===== src/rtl/axi_lite_mem_slave_pkg.sv =====
// Shared constants, FSM encodings and address-window helper for the AXI4-Lite memory slave.
package axi_lite_pkg;

  localparam logic [2:0] RESP_OKAY   = 3'b000;
  localparam logic [2:0] RESP_SLVERR = 3'b010;

  typedef enum logic {W_IDLE = 1'b0, W_RESP = 1'b1} wr_state_t;
  typedef enum logic {R_IDLE = 1'b0, R_DATA = 1'b1} rd_state_t;

  // True when addr falls in [base, base + 4*depth); evaluated at 34 bits so the
  // upper limit cannot wrap.
  function automatic logic in_range(input logic [31:0] addr,
                                    input logic [31:0] base,
                                    input logic [31:0] depth);
    logic [33:0] lim;
    lim = {2'b00, base} + {depth, 2'b00};
    return ({2'b00, addr} >= {2'b00, base}) && ({2'b00, addr} < lim);
  endfunction

endpackage


===== src/rtl/axi_lite_mem_slave_if.sv =====
// AXI4-Lite bus bundle (AW, W, B, AR, R channels) with master/slave views.
interface axi_lite_mem_slave_if #(
  parameter int DATA_WIDTH = 32,
  parameter int ADDR_WIDTH = 8,
  parameter int RESP_WIDTH = 3
) ();

  logic [ADDR_WIDTH-1:0]   awaddr;
  logic                    awvalid;
  logic                    awready;
  logic [DATA_WIDTH-1:0]   wdata;
  logic [DATA_WIDTH/8:0]   wstrb;   // top bit carried on the bus but unused
  logic                    wvalid;
  logic                    wready;
  logic [RESP_WIDTH-1:0]   bresp;
  logic                    bvalid;
  logic                    bready;
  logic [ADDR_WIDTH-1:0]   araddr;
  logic                    arvalid;
  logic                    arready;
  logic [DATA_WIDTH-1:0]   rdata;
  logic [RESP_WIDTH-1:0]   rresp;
  logic                    rvalid;
  logic                    rready;

  modport slave (
    input  awaddr, awvalid, wdata, wstrb, wvalid, bready, araddr, arvalid, rready,
    output awready, wready, bresp, bvalid, arready, rdata, rresp, rvalid
  );

  modport master (
    output awaddr, awvalid, wdata, wstrb, wvalid, bready, araddr, arvalid, rready,
    input  awready, wready, bresp, bvalid, arready, rdata, rresp, rvalid
  );

endinterface


===== src/rtl/axi_lite_mem_slave_word_ram.sv =====
// DEPTH x DATA_WIDTH word store: byte-enable write port, registered read port,
// synchronous clear of both the array and the read register.
module axi_lite_word_ram #(
  parameter int DATA_WIDTH = 32,
  parameter int DEPTH      = 4,
  parameter int IDX_W      = 2
) (
  input  logic                    clk,
  input  logic                    rst,
  input  logic                    we,
  input  logic [IDX_W-1:0]        widx,
  input  logic [DATA_WIDTH-1:0]   wdata,
  input  logic [DATA_WIDTH/8-1:0] wbe,
  input  logic                    rd_en,
  input  logic                    rd_clr,
  input  logic [IDX_W-1:0]        ridx,
  output logic [DATA_WIDTH-1:0]   rdata
);

  localparam int NB = DATA_WIDTH / 8;

  logic [DEPTH-1:0][DATA_WIDTH-1:0] mem;

  // Byte-masked write; read register samples pre-write contents on a same-edge hit.
  always_ff @(posedge clk) begin
    if (rst) begin
      mem   <= '0;
      rdata <= '0;
    end else begin
      if (we) begin
        for (int b = 0; b < NB; b++)
          if (wbe[b]) mem[widx][b*8 +: 8] <= wdata[b*8 +: 8];
      end
      if (rd_clr)     rdata <= '0;
      else if (rd_en) rdata <= mem[ridx];
    end
  end

endmodule


===== src/rtl/axi_lite_mem_slave.sv =====
// AXI4-Lite register-memory responder for one address window starting at BASE_ADDR.
// Independent write (AW/W capture -> B) and read (AR -> R) state machines.
module axi_lite_mem_slave
  import axi_lite_pkg::*;
#(
  parameter int          DATA_WIDTH = 32,
  parameter int          ADDR_WIDTH = 8,
  parameter int          RESP_WIDTH = 3,
  parameter int          DEPTH      = 4,
  parameter int unsigned BASE_ADDR  = 0
) (
  input  logic                s_axi_aclk,
  input  logic                s_axi_areset,
  axi_lite_mem_slave_if.slave s_axi
);

  localparam int STRB_W = DATA_WIDTH / 8;
  localparam int IDX_W  = (DEPTH > 1) ? $clog2(DEPTH) : 1;

  // ---- write path ----
  wr_state_t              wr_state;
  logic                   aw_got, w_got;
  logic [ADDR_WIDTH-1:0]  awaddr_q;
  logic [DATA_WIDTH-1:0]  wdata_q;
  logic [STRB_W-1:0]      wstrb_q;

  logic                   aw_hs, w_hs, aw_have, w_have, wr_commit, wr_ok;
  logic [ADDR_WIDTH-1:0]  wr_addr, wr_off;
  logic [DATA_WIDTH-1:0]  wr_data;
  logic [STRB_W-1:0]      wr_strb;

  assign aw_hs   = s_axi.awvalid & s_axi.awready;
  assign w_hs    = s_axi.wvalid  & s_axi.wready;
  assign aw_have = aw_got | aw_hs;
  assign w_have  = w_got  | w_hs;

  // Whatever arrives this cycle bypasses the capture registers so the commit
  // can happen on the same edge as the second half of the pair.
  assign wr_addr   = aw_got ? awaddr_q : s_axi.awaddr;
  assign wr_data   = w_got  ? wdata_q  : s_axi.wdata;
  assign wr_strb   = w_got  ? wstrb_q  : s_axi.wstrb[STRB_W-1:0];
  assign wr_commit = (wr_state == W_IDLE) & aw_have & w_have;
  assign wr_ok     = in_range(32'(wr_addr), 32'(BASE_ADDR), 32'(DEPTH));
  assign wr_off    = wr_addr - ADDR_WIDTH'(BASE_ADDR);

  // ---- read path ----
  rd_state_t              rd_state;
  logic                   ar_hs, rd_ok;
  logic [ADDR_WIDTH-1:0]  rd_off;

  assign ar_hs  = s_axi.arvalid & s_axi.arready;
  assign rd_ok  = in_range(32'(s_axi.araddr), 32'(BASE_ADDR), 32'(DEPTH));
  assign rd_off = s_axi.araddr - ADDR_WIDTH'(BASE_ADDR);

  axi_lite_word_ram #(
    .DATA_WIDTH (DATA_WIDTH),
    .DEPTH      (DEPTH),
    .IDX_W      (IDX_W)
  ) u_ram (
    .clk    (s_axi_aclk),
    .rst    (s_axi_areset),
    .we     (wr_commit & wr_ok),
    .widx   (wr_off[IDX_W+1:2]),
    .wdata  (wr_data),
    .wbe    (wr_strb),
    .rd_en  (ar_hs & rd_ok),
    .rd_clr ((ar_hs & ~rd_ok) | (s_axi.rvalid & s_axi.rready)),
    .ridx   (rd_off[IDX_W+1:2]),
    .rdata  (s_axi.rdata)
  );

  // Write FSM: collect AW and W in any order, commit, then hold B until taken.
  always_ff @(posedge s_axi_aclk) begin
    if (s_axi_areset) begin
      wr_state      <= W_IDLE;
      aw_got        <= 1'b0;
      w_got         <= 1'b0;
      awaddr_q      <= '0;
      wdata_q       <= '0;
      wstrb_q       <= '0;
      s_axi.awready <= 1'b0;
      s_axi.wready  <= 1'b0;
      s_axi.bvalid  <= 1'b0;
      s_axi.bresp   <= '0;
    end else begin
      case (wr_state)
        W_IDLE: begin
          if (aw_hs) awaddr_q <= s_axi.awaddr;
          if (w_hs) begin
            wdata_q <= s_axi.wdata;
            wstrb_q <= s_axi.wstrb[STRB_W-1:0];
          end
          aw_got <= aw_have;
          w_got  <= w_have;
          if (wr_commit) begin
            wr_state      <= W_RESP;
            s_axi.bvalid  <= 1'b1;
            s_axi.bresp   <= wr_ok ? RESP_WIDTH'(RESP_OKAY) : RESP_WIDTH'(RESP_SLVERR);
            s_axi.awready <= 1'b0;
            s_axi.wready  <= 1'b0;
          end else begin
            s_axi.awready <= ~aw_have;
            s_axi.wready  <= ~w_have;
          end
        end
        W_RESP: begin
          if (s_axi.bready) begin
            wr_state      <= W_IDLE;
            aw_got        <= 1'b0;
            w_got         <= 1'b0;
            s_axi.bvalid  <= 1'b0;
            s_axi.bresp   <= '0;
            s_axi.awready <= 1'b1;
            s_axi.wready  <= 1'b1;
          end
        end
        default: wr_state <= W_IDLE;
      endcase
    end
  end

  // Read FSM: accept AR, present data one cycle later, hold until R is taken.
  always_ff @(posedge s_axi_aclk) begin
    if (s_axi_areset) begin
      rd_state      <= R_IDLE;
      s_axi.arready <= 1'b0;
      s_axi.rvalid  <= 1'b0;
      s_axi.rresp   <= '0;
    end else begin
      case (rd_state)
        R_IDLE: begin
          if (ar_hs) begin
            rd_state      <= R_DATA;
            s_axi.arready <= 1'b0;
            s_axi.rvalid  <= 1'b1;
            s_axi.rresp   <= rd_ok ? RESP_WIDTH'(RESP_OKAY) : RESP_WIDTH'(RESP_SLVERR);
          end else begin
            s_axi.arready <= 1'b1;
          end
        end
        R_DATA: begin
          if (s_axi.rready) begin
            rd_state      <= R_IDLE;
            s_axi.arready <= 1'b1;
            s_axi.rvalid  <= 1'b0;
            s_axi.rresp   <= '0;
          end
        end
        default: rd_state <= R_IDLE;
      endcase
    end
  end

  // Address bits outside the word index and the spare strobe bit are don't-care.
  logic unused_bits;
  assign unused_bits = ^{s_axi.wstrb[STRB_W], wr_off[ADDR_WIDTH-1:IDX_W+2], wr_off[1:0],
                         rd_off[ADDR_WIDTH-1:IDX_W+2], rd_off[1:0]};

endmodule


===== src/flat_wrapper.sv =====
// flat-port wrapper written by rule: the top's interface ports become plain ports
module axi_lite_mem_slave_flat import axi_lite_pkg::*;
#(
  parameter int          DATA_WIDTH = 32,
  parameter int          ADDR_WIDTH = 8,
  parameter int          RESP_WIDTH = 3,
  parameter int          DEPTH      = 4,
  parameter int unsigned BASE_ADDR  = 0
)
  (s_axi_aclk, s_axi_areset, s_axi_awaddr, s_axi_awvalid, s_axi_wdata, s_axi_wstrb, s_axi_wvalid, s_axi_bready, s_axi_araddr, s_axi_arvalid, s_axi_rready, s_axi_awready, s_axi_wready, s_axi_bresp, s_axi_bvalid, s_axi_arready, s_axi_rdata, s_axi_rresp, s_axi_rvalid);
  axi_lite_mem_slave_if #(.DATA_WIDTH(DATA_WIDTH), .ADDR_WIDTH(ADDR_WIDTH), .RESP_WIDTH(RESP_WIDTH)) s_axi_i ();
  input  logic s_axi_aclk;
  input  logic s_axi_areset;
  input wire logic [$bits(s_axi_i.awaddr)-1:0] s_axi_awaddr;
  input wire logic [$bits(s_axi_i.awvalid)-1:0] s_axi_awvalid;
  input wire logic [$bits(s_axi_i.wdata)-1:0] s_axi_wdata;
  input wire logic [$bits(s_axi_i.wstrb)-1:0] s_axi_wstrb;
  input wire logic [$bits(s_axi_i.wvalid)-1:0] s_axi_wvalid;
  input wire logic [$bits(s_axi_i.bready)-1:0] s_axi_bready;
  input wire logic [$bits(s_axi_i.araddr)-1:0] s_axi_araddr;
  input wire logic [$bits(s_axi_i.arvalid)-1:0] s_axi_arvalid;
  input wire logic [$bits(s_axi_i.rready)-1:0] s_axi_rready;
  output wire logic [$bits(s_axi_i.awready)-1:0] s_axi_awready;
  output wire logic [$bits(s_axi_i.wready)-1:0] s_axi_wready;
  output wire logic [$bits(s_axi_i.bresp)-1:0] s_axi_bresp;
  output wire logic [$bits(s_axi_i.bvalid)-1:0] s_axi_bvalid;
  output wire logic [$bits(s_axi_i.arready)-1:0] s_axi_arready;
  output wire logic [$bits(s_axi_i.rdata)-1:0] s_axi_rdata;
  output wire logic [$bits(s_axi_i.rresp)-1:0] s_axi_rresp;
  output wire logic [$bits(s_axi_i.rvalid)-1:0] s_axi_rvalid;
  assign s_axi_i.awaddr = s_axi_awaddr;
  assign s_axi_i.awvalid = s_axi_awvalid;
  assign s_axi_i.wdata = s_axi_wdata;
  assign s_axi_i.wstrb = s_axi_wstrb;
  assign s_axi_i.wvalid = s_axi_wvalid;
  assign s_axi_i.bready = s_axi_bready;
  assign s_axi_i.araddr = s_axi_araddr;
  assign s_axi_i.arvalid = s_axi_arvalid;
  assign s_axi_i.rready = s_axi_rready;
  assign s_axi_awready = s_axi_i.awready;
  assign s_axi_wready = s_axi_i.wready;
  assign s_axi_bresp = s_axi_i.bresp;
  assign s_axi_bvalid = s_axi_i.bvalid;
  assign s_axi_arready = s_axi_i.arready;
  assign s_axi_rdata = s_axi_i.rdata;
  assign s_axi_rresp = s_axi_i.rresp;
  assign s_axi_rvalid = s_axi_i.rvalid;
  axi_lite_mem_slave #(.DATA_WIDTH(DATA_WIDTH), .ADDR_WIDTH(ADDR_WIDTH), .RESP_WIDTH(RESP_WIDTH), .DEPTH(DEPTH), .BASE_ADDR(BASE_ADDR)) u_core (.s_axi_aclk(s_axi_aclk), .s_axi_areset(s_axi_areset), .s_axi(s_axi_i));
endmodule

===== config.mk =====
export PLATFORM = sky130hd
export DESIGN_NAME = axi_lite_mem_slave_flat
export DESIGN_NICKNAME = d
export VERILOG_FILES = /design/src/rtl/axi_lite_mem_slave_pkg.sv /design/src/rtl/axi_lite_mem_slave_if.sv /design/src/rtl/axi_lite_mem_slave_word_ram.sv /design/src/rtl/axi_lite_mem_slave.sv /design/src/flat_wrapper.sv
export SDC_FILE = /design/constraint.sdc
export NUM_CORES = 1
export LEC_CHECK = 0
export ABC_AREA = 0
export ABC_CLOCK_PERIOD_IN_PS = 6000
export CELL_PAD_IN_SITES_DETAIL_PLACEMENT = 0
export CELL_PAD_IN_SITES_GLOBAL_PLACEMENT = 1
export CORE_ASPECT_RATIO = 1.75
export CORE_UTILIZATION = 40
export DETAILED_ROUTE_END_ITERATION = 7
export PLACE_DENSITY = 0.78
export SLEW_MARGIN = 25
export SYNTH_ARGS = -nofsm -noshare
export SYNTH_HDL_FRONTEND = slang
export SYNTH_HIERARCHICAL = 1
export SYNTH_SLANG_ARGS = --single-unit

===== constraint.sdc =====
create_clock -name s_axi_aclk -period 6 [get_ports s_axi_aclk]
set_input_delay 0.6 -clock s_axi_aclk [delete_from_list [all_inputs] [get_ports s_axi_aclk]]
set_output_delay 0.6 -clock s_axi_aclk [all_outputs]
set_load 0.005 [all_outputs]

==> qor.log, run 1 <==
INFO  cells_and_area areaGrowthSynthToFinish=18.3%
INFO  setup_path     timing.reg2reg.setup_slack=3.16ns
INFO  detailed_routing post_drt_wl_per_cell=16.7um
INFO  setup_path     path_buf_inv=2
INFO  grt            grt_util_all_layers=19.7%
INFO  timing         rsz0062_at_grt=false
INFO  placement      place.detailed.hpwl=14100um
INFO  grt            grt-ovfl-total=0
INFO  placement      numPlacedInstances=1325
INFO  placement      pre_cts_ws=2.18ns
INFO  clock_tree     cts-buffers-inserted=21
INFO  power_and_ir_drop power_frac_comb=8.2%
INFO  setup_path     critPathKind=input port to flop
INFO  timing         finish_stage_setup_viols=0
INFO  placement      port_buffers=93
INFO  floorplan      die_h=202um
INFO  power_and_ir_drop switchingPower=692uW
INFO  clock_tree     cts_root_buf=sky130_fd_sc_hd__clkbuf_16
INFO  detailed_routing detailedRoute.firstPassIterationCount=4
INFO  setup_path     cell_with_the_largest_stage_delay_on_the_worst_path=sky130_fd_sc_hd__or4b_2
INFO  clock_tree     maximum_clock_insertion_buffer_count=3
INFO  floorplan      top_level_ports=103
INFO  timing         final_period_minus_worst_setup_slack=3.15ns
INFO  synthesis      synth_cell_type_count=42
INFO  timing         fmax=0.317GHz
INFO  setup_path     critical_path.max_stage_delay=0.97ns
INFO  timing         fin_worst_setup_slack=2.85ns
INFO  power_and_ir_drop worst_ir_drop_vdd=226uV
INFO  timing         share_of_the_clock_period_used_by_the_worst_path_after_layout=52.5%
INFO  clock_tree     postCtsSetupBuffers=0
INFO  timing         maxSlewHeadroom=31.2%
INFO  timing         clock_skew=0.0101ns
INFO  setup_path     worstPathMaxFanout=18
INFO  clock_tree     htree_levels=1
INFO  synthesis      synth_sequential_area_ratio=46.8%
INFO  timing         hold_slack=0.368ns
INFO  power_and_ir_drop p_leak=3.96nW
INFO  setup_path     cp_num_cells=7
INFO  detailed_routing initialDrtViolationCount=298
INFO  setup_path     cp.arrival=3.59ns
INFO  timing         setup_tns=0ns
INFO  power_and_ir_drop power.sequential.fraction=48.0%
INFO  detailed_routing dr_total_vias=6957
INFO  grt            number_of_global_route_vias_before_repair=6838
INFO  timing         finalHoldViolCount=0
INFO  synthesis      async_flop_share=0%
INFO  setup_path     timing.critical_path.from=s_axi_araddr[6]
INFO  floorplan      initial_core_util=40.9%
INFO  synthesis      synthesis.instances=1003
INFO  synthesis      yosys_warnings=6
INFO  clock_tree     cts_tree=done
INFO  detailed_routing drc_errors=0
INFO  synthesis      post-synth-top-area-cell=sky130_fd_sc_hd__dfxtp_1
INFO  clock_tree     clkTransAtPathRegs=0.06ns
INFO  detailed_routing avgViaCountPerCell=5.12
INFO  cells_and_area finalNonFillerCells=1359
INFO  detailed_routing wirelength=22700um
INFO  cells_and_area final_nets=1112
INFO  hold_path      hold_class=input port to flop
INFO  flow_run       maxCapViolCount=0
INFO  hold_path      worstHoldPathCells=2
INFO  synthesis      dominantRegCellSynth=sky130_fd_sc_hd__dfxtp_1
INFO  floorplan      placeableCoreArea=22300um2
INFO  setup_path     critPathTopFamily=simple AND/OR/NAND/NOR gates
INFO  placement      routabilityCongestion=0.755
INFO  hold_path      min_to=u_core/u_ram/mem[78]$_SDFFE_PP0P_
INFO  floorplan      design.die.area=23400um2
INFO  power_and_ir_drop pwr_density_cell=281nW/um2
INFO  clock_tree     insertion_delay=0.49ns
INFO  detailed_routing drtAntennaViolNets=0
INFO  hold_path      worst_min_path_start=s_axi_areset
INFO  timing         number_of_pins_with_negative_max_slew_slack_in_the_final_report=0
INFO  power_and_ir_drop design_power_total=3.02mW
INFO  clock_tree     cts.repair.resized=0
INFO  power_and_ir_drop p_int=2.33mW
INFO  synthesis      postSynthRegisterBits=213
INFO  synthesis      synth.most_common_cell=sky130_fd_sc_hd__nand2_1
INFO  setup_path     cp-start-kind=input port
INFO  synthesis      mappedNetlistArea=9110um2
INFO  status         run_status=complete, no violations
INFO  synthesis      synth-edff-count=0
INFO  synthesis      synth.top_cells.by_count=sky130_fd_sc_hd__nand2_1, sky130_fd_sc_hd__dfxtp_1, sky130_fd_sc_hd__a21oi_1
INFO  floorplan      row_count=72
INFO  clock_tree     clock_sinks=213
INFO  synthesis      synthTopCellsByArea=sky130_fd_sc_hd__dfxtp_1, sky130_fd_sc_hd__mux2i_1, sky130_fd_sc_hd__nand2_1, sky130_fd_sc_hd__a21oi_1, sky130_fd_sc_hd__mux2_2
INFO  cells_and_area antenna_diode_instance_count=0
INFO  setup_path     r2r_cells=6
INFO  setup_path     crit_chain=clkdlybuf4s50_1 -> or4_1 -> a32o_1 -> or4b_2 -> buf_4 -> o22ai_2 -> a21o_1
INFO  synthesis      synth.avg_cell_area=9.08um2
INFO  cells_and_area drive_gt1_share=11.2%
INFO  grt            grt_max_degree=91
INFO  setup_path     crit-reg2reg-capture=u_core/u_ram/mem[12]$_SDFFE_PP0P_
INFO  floorplan      die-width=116um
INFO  clock_tree     ctsHoldBuffers=0
INFO  synthesis      synth_largest_type_area_fraction=46.8%
INFO  power_and_ir_drop power_switching_share=22.9%
INFO  power_and_ir_drop clock_power_share=43.8%
INFO  grt            global_route_wire_length_before_repair=36000um
INFO  setup_path     regToRegStartpoint=u_core/aw_got$_SDFFE_PP0P_
INFO  setup_path     crit_required=6.44ns
INFO  grt            grt_antenna_before_repair=0
INFO  timing         worst_slew_pin_slew=1.03ns
INFO  setup_path     critPathCaptureType=flop
## area by class of cell
type,count,area (um2)
clock buffers,30,609
clock inverters,4,72.6
fillers,2190,11500
inverters,1,3.75
multi-input cells,714,4470
flip-flops and latches,213,4270
well taps,296,370
repair buffers,101,986
## cell families after synthesis
logic type | share of synthesized area [%]
flops | 46.8
buf+inv | 4.44
other cells | 0.0412
compound gates | 15.3
simple gates | 17.5
mux | 15.9
## sequential cells by signal (all words and copies together) (netlist names)
register              flops
u_core/s_axi.awready      1
u_core/u_ram/rdata       32
u_core/s_axi.wready       1
u_core/u_ram/mem        128
u_core/awaddr_q           6
u_core/aw_got             1
u_core/s_axi.rvalid       1
u_core/rd_state           1
u_core/w_got              1
u_core/wdata_q           32
u_core/s_axi.arready      1
u_core/wr_state           1
u_core/s_axi.bvalid       1
u_core/s_axi.bresp        1
u_core/s_axi.rresp        1
u_core/wstrb_q            4
## how the worst max path moves through the flow
| stage | endpoint | slack [ns] |
|---|---|---|
| 3_3_place_gp | u_core/u_ram/mem[11]$_SDFFE_PP0P_ | 2.17 |
| 2_1_floorplan | u_core/u_ram/rdata[10]$_SDFFE_PP0P_ | 3.55 |
| 5_1_grt | u_core/u_ram/rdata[17]$_SDFFE_PP0P_ | 2.79 |
| 4_1_cts | u_core/u_ram/mem[8]$_SDFFE_PP0P_ | 2.68 |
| 6_report | u_core/u_ram/rdata[17]$_SDFFE_PP0P_ | 2.85 |
| 3_5_place_dp | u_core/u_ram/mem[8]$_SDFFE_PP0P_ | 2.18 |
## power by group through the flow
stage | clock network, mW | registers, mW | logic (mW)
6_report | 1.32 | 1.45 | 0.248
5_1_grt | 1.41 | 1.45 | 0.268
3_3_place_gp | 0 | 1.48 | 0.247
4_1_cts | 1.35 | 1.45 | 0.250
3_5_place_dp | 0 | 1.48 | 0.250
2_1_floorplan | 0 | 1.48 | 0.160
## placed cells by master, fill, tap and decap left out, drive strengths merged, types with 10 or more instances in the layout
cell / netlist / final
clkbuf: 33 / 30
clkdlybuf4s50: 0 / 91
dfxtp: 213 / 213
buf: 45 / 10
nand2: 271 / 271
a21oi: 140 / 140
mux2i: 102 / 102
nor2: 42 / 42
mux2: 38 / 38
o22ai: 32 / 32
a21o: 31 / 31
## per-layer routing
layer,wire [um],share of wire [%],track usage [%],vias to the layer above
met3,813,3.6,2.08,26
met4,317,1.4,4.99,0
li1,-,-,-,3527
met2,12200,54,36.9,101
met5,0,0,0,-
met1,9310,41,23.1,3303
## metrics by stage
step	cell area [um2]	utilization, %
2_1_floorplan	9120	-
3_3_place_gp	10100	45.3
3_5_place_dp	10100	45.3
4_1_cts	10800	48.4
5_1_grt	10800	48.4
6_report	10800	48.4
Note: power is estimated with default switching activity, not from simulation.
==> run 2: changes to the inputs <==
--- a/config.mk
+++ b/config.mk
@@ -6,13 +6,13 @@
 export NUM_CORES = 1
 export LEC_CHECK = 0
 export ABC_AREA = 0
-export ABC_CLOCK_PERIOD_IN_PS = 6000
+export ABC_CLOCK_PERIOD_IN_PS = 2590
 export CELL_PAD_IN_SITES_DETAIL_PLACEMENT = 0
 export CELL_PAD_IN_SITES_GLOBAL_PLACEMENT = 1
 export CORE_ASPECT_RATIO = 1.75
-export CORE_UTILIZATION = 40
+export CORE_UTILIZATION = 39
 export DETAILED_ROUTE_END_ITERATION = 7
-export PLACE_DENSITY = 0.78
+export PLACE_DENSITY = 0.79
 export SLEW_MARGIN = 25
 export SYNTH_ARGS = -nofsm -noshare
 export SYNTH_HDL_FRONTEND = slang
==> constraint.sdc (replaced) <==
create_clock -name s_axi_aclk -period 2.59 [get_ports s_axi_aclk]
set_input_delay 0.259 -clock s_axi_aclk [delete_from_list [all_inputs] [get_ports s_axi_aclk]]
set_output_delay 0.259 -clock s_axi_aclk [all_outputs]
set_load 0.005 [all_outputs]
==> run 2 against run 1 <==
Power up 130%. Hold slack got worse by 0.20 ns. Setup slack worse by 2.5 ns. Clock skew shrank 0.0042 ns. First-iteration DRC count down 0.34%. Routed wire length up 1.6%. Register-to-register slack got worse by 2.8 ns. Sequential power increased by 130%. Via count grew 4.2%.
==> qor.log, run 2 (synthesized netlist as in run 1, its figures left out) <==
INFO  status         run_status=complete, no violations
INFO  grt            global_route_wire_length_before_repair=37300um [+3.8%]
INFO  clock_tree     cts_root_buf=sky130_fd_sc_hd__clkbuf_16
INFO  cells_and_area final_design_area_no_fill=11300um2 [+4.9%]
INFO  clock_tree     cts_tree=done
INFO  cells_and_area most_common_cell_after_layout_fill_and_taps_aside=sky130_fd_sc_hd__nand2_1
INFO  detailed_routing drtAntennaViolNets=0 [unchanged]
INFO  cells_and_area fillCellCount=2224 [+1.6%]
INFO  clock_tree     clock_sinks=213 [unchanged]
INFO  timing         finish_stage_setup_viols=0 [unchanged]
INFO  timing         fmax=0.439GHz
INFO  timing         fin_worst_setup_slack=0.310ns [-2.54 ns]
INFO  timing         finalHoldViolCount=0 [unchanged]
INFO  floorplan      placeableCoreArea=22800um2 [+2.6%]
INFO  power_and_ir_drop p_leak=4.26nW [+7.5%]
INFO  cells_and_area number_of_flip_flops_under_the_largest_register_name=128 [unchanged]
INFO  timing         share_of_the_clock_period_used_by_the_worst_path_after_layout=88.0%
INFO  floorplan      die_h=204um [+1.3%]
INFO  floorplan      row_count=73 [+1.4%]
INFO  setup_path     path_buf_inv=2 [unchanged]
INFO  setup_path     cp_num_cells=7 [unchanged]
INFO  detailed_routing detailedRoute.firstPassIterationCount=5 [+1]
INFO  setup_path     crit_required=3.03ns [-3.41 ns]
INFO  cells_and_area finalNonFillerCells=1416 [+4.2%]
INFO  grt            grt-ovfl-total=0 [unchanged]
INFO  grt            grt_antenna_before_repair=0 [unchanged]
INFO  detailed_routing initialDrtViolationCount=297 [-0.34%]
INFO  setup_path     critPathKind=input port to flop
INFO  grt            grt_max_degree=151 [+66%]
INFO  power_and_ir_drop pwr_density_cell=624nW/um2 [+120%]
INFO  clock_tree     clkTransAtPathRegs=0.06ns [about the same]
INFO  clock_tree     htree_levels=1 [unchanged]
INFO  clock_tree     insertion_delay=0.49ns [about the same]
INFO  floorplan      top_level_ports=103 [unchanged]
INFO  timing         final_period_minus_worst_setup_slack=2.28ns
INFO  setup_path     r2r_cells=9 [+3]
INFO  placement      pre_cts_ws=-0.201ns [-2.38 ns]
INFO  cells_and_area areaGrowthSynthToFinish=24.1%
INFO  flow_run       maxCapViolCount=0 [unchanged]
INFO  setup_path     cell_with_the_largest_stage_delay_on_the_worst_path=sky130_fd_sc_hd__or4b_2
INFO  setup_path     cp-start-kind=input port
INFO  clock_tree     cts-buffers-inserted=21 [unchanged]
INFO  setup_path     critPathTopFamily=simple AND/OR/NAND/NOR gates
INFO  setup_path     worstPathMaxFanout=32 [+14]
INFO  floorplan      initial_core_util=39.9% [-1.0 points]
INFO  timing         worst_slew_pin_slew=0.734ns [-0.293 ns]
INFO  timing         clock_skew=0.00588ns [-0.00425 ns]
INFO  setup_path     regToRegStartpoint=u_core/awaddr_q[6]$_SDFFE_PP0P_
INFO  clock_tree     maximum_clock_insertion_buffer_count=3 [unchanged]
INFO  placement      instance_area_at_placement=10600um2 [+5.1%]
INFO  setup_path     crit-reg2reg-capture=u_core/u_ram/mem[68]$_SDFFE_PP0P_
INFO  timing         setup_tns=0ns [unchanged]
INFO  timing         number_of_pins_with_negative_max_slew_slack_in_the_final_report=0 [unchanged]
INFO  cells_and_area biggest_register=u_core/u_ram/mem
INFO  cells_and_area drive_gt1_share=15.7% [+4.5 points]
INFO  grt            number_of_global_route_vias_before_repair=7223 [+5.6%]
INFO  cells_and_area most-common-layout-cells=sky130_fd_sc_hd__nand2_1, sky130_fd_sc_hd__dfxtp_1, sky130_fd_sc_hd__a21oi_1
INFO  cells_and_area final_nets=1162 [+4.5%]
INFO  clock_tree     postCtsSetupBuffers=0 [unchanged]
INFO  setup_path     timing.critical_path.from=s_axi_araddr[6]
INFO  floorplan      design.die.area=24000um2 [+2.5%]
INFO  grt            grt_util_all_layers=19.4% [-0.31 points]
INFO  setup_path     timing.reg2reg.setup_slack=0.33ns [-2.83 ns]
INFO  power_and_ir_drop design_power_total=7.05mW [+130%]
INFO  detailed_routing dr_total_vias=7246 [+4.2%]
INFO  power_and_ir_drop worst_ir_drop_vdd=469uV [+110%]
INFO  detailed_routing drc_errors=0 [unchanged]
INFO  cells_and_area antenna_diode_instance_count=0 [unchanged]
INFO  timing         maxSlewHeadroom=51.1% [+20 points]
INFO  detailed_routing wirelength=23000um [+1.6%]
INFO  setup_path     critPathCaptureType=flop
INFO  setup_path     crit_chain=clkdlybuf4s50_1 -> or4_1 -> a32o_1 -> or4b_2 -> buf_12 -> o22ai_1 -> a21o_1
INFO  placement      place.detailed.hpwl=14700um [+4.2%]
INFO  clock_tree     ctsHoldBuffers=0 [unchanged]
INFO  placement      routabilityCongestion=0.735 [-2.6%]
INFO  clock_tree     cts.repair.resized=0 [unchanged]
INFO  detailed_routing post_drt_wl_per_cell=16.3um [-2.5%]
INFO  setup_path     cp.arrival=2.72ns [-0.87 ns]
INFO  detailed_routing avgViaCountPerCell=5.12 [about the same]
INFO  hold_path      hold_class=input port to flop
INFO  setup_path     critical_path.max_stage_delay=0.68ns [-0.29 ns]
INFO  floorplan      die-width=118um [+1.3%]
INFO  timing         rsz0062_at_grt=false
INFO  setup_path     critical_path.endpoint=u_core/u_ram/rdata[12]$_SDFFE_PP0P_
INFO  placement      port_buffers=93 [unchanged]
INFO  placement      numPlacedInstances=1379 [+4.1%]
INFO  cells_and_area top_registers=u_core/u_ram/mem x128, u_core/u_ram/rdata x32, u_core/wdata_q x32
[run 2: cell types whose count changed in the layout (fill, tap and decap cells not counted)]
| cell | change |
|---|---|
| sky130_fd_sc_hd__buf_4 | +39 |
| sky130_fd_sc_hd__buf_12 | +11 |
| sky130_fd_sc_hd__clkinv_2 | +4 |
| sky130_fd_sc_hd__clkbuf_1 | -3 |
| sky130_fd_sc_hd__clkinvlp_4 | +3 |
| sky130_fd_sc_hd__clkbuf_8 | -2 |
| sky130_fd_sc_hd__inv_6 | +1 |
| sky130_fd_sc_hd__nor2b_2 | +1 |
| sky130_fd_sc_hd__nor2b_4 | -1 |
[run 2: how the worst min path moves through the flow]
| stage | from | end | slack, ns | depth (start not counted) |
|---|---|---|---|---|
| finish | s_axi_areset | u_core/u_ram/mem[12]$_SDFFE_PP0P_ | 0.17 | 2 |
| global route | s_axi_areset | u_core/u_ram/mem[17]$_SDFFE_PP0P_ | 0.18 | 2 |
| CTS | s_axi_areset | u_core/awaddr_q[6]$_SDFFE_PP0P_ | 0.16 | 2 |
| detailed placement | u_core/u_ram/rdata[30]$_SDFFE_PP0P_ | u_core/u_ram/rdata[30]$_SDFFE_PP0P_ | 0.44 | 1 |
| global placement | u_core/u_ram/rdata[20]$_SDFFE_PP0P_ | u_core/u_ram/rdata[20]$_SDFFE_PP0P_ | 0.44 | 1 |
| floorplan | s_axi_wdata[0] | u_core/wdata_q[0]$_SDFFE_PP0P_ | 0.39 | 2 |
[run 2: final cells by class]
type	instances	area (um2)	share of cell area [%]
Clock inverter	12	124	1.10
Inverter	1	3.75	0.0332
Tap cell	300	375	3.32
Sequential cell	213	4270	37.7
Multi-Input combinational cell	714	4460	39.5
Clock buffer	25	571	5.05
Timing Repair Buffer	151	1500	13.3
[run 2: metal layers]
layer  vias up  GRT usage [%]  wire (um)
li1       3645              -          -
met1      3458           22.0       9470
met2       109           37.4      12400
met3        34           1.98        673
met4         0           6.27        520
met5         -              0          0
[run 2: power breakdown]
part / total, mW / switching [mW] / internal, mW / leakage [nW]
Combinational: 0.609 / 0.341 / 0.268 / 2.21
Sequential: 3.36 / 0.0321 / 3.33 / 1.72
Clock: 3.08 / 1.30 / 1.78 / 0.334
[run 2: worst reg2reg max path: cells and delay by family (launching register included)]
| kind | cells | cell delay, ns |
|---|---|---|
| compound gates | 2 | 0.36 |
| buf+inv | 3 | 0.46 |
| flops | 1 | 0.31 |
| simple gates | 4 | 1.05 |
[run 2: metrics by stage]
step                utilization [%]  hold slack [ns]
global placement               46.4            0.438
floorplan                         -            0.395
finish                         49.5            0.172
global route                   49.5            0.184
detailed placement             46.4            0.444
CTS                            49.5            0.159
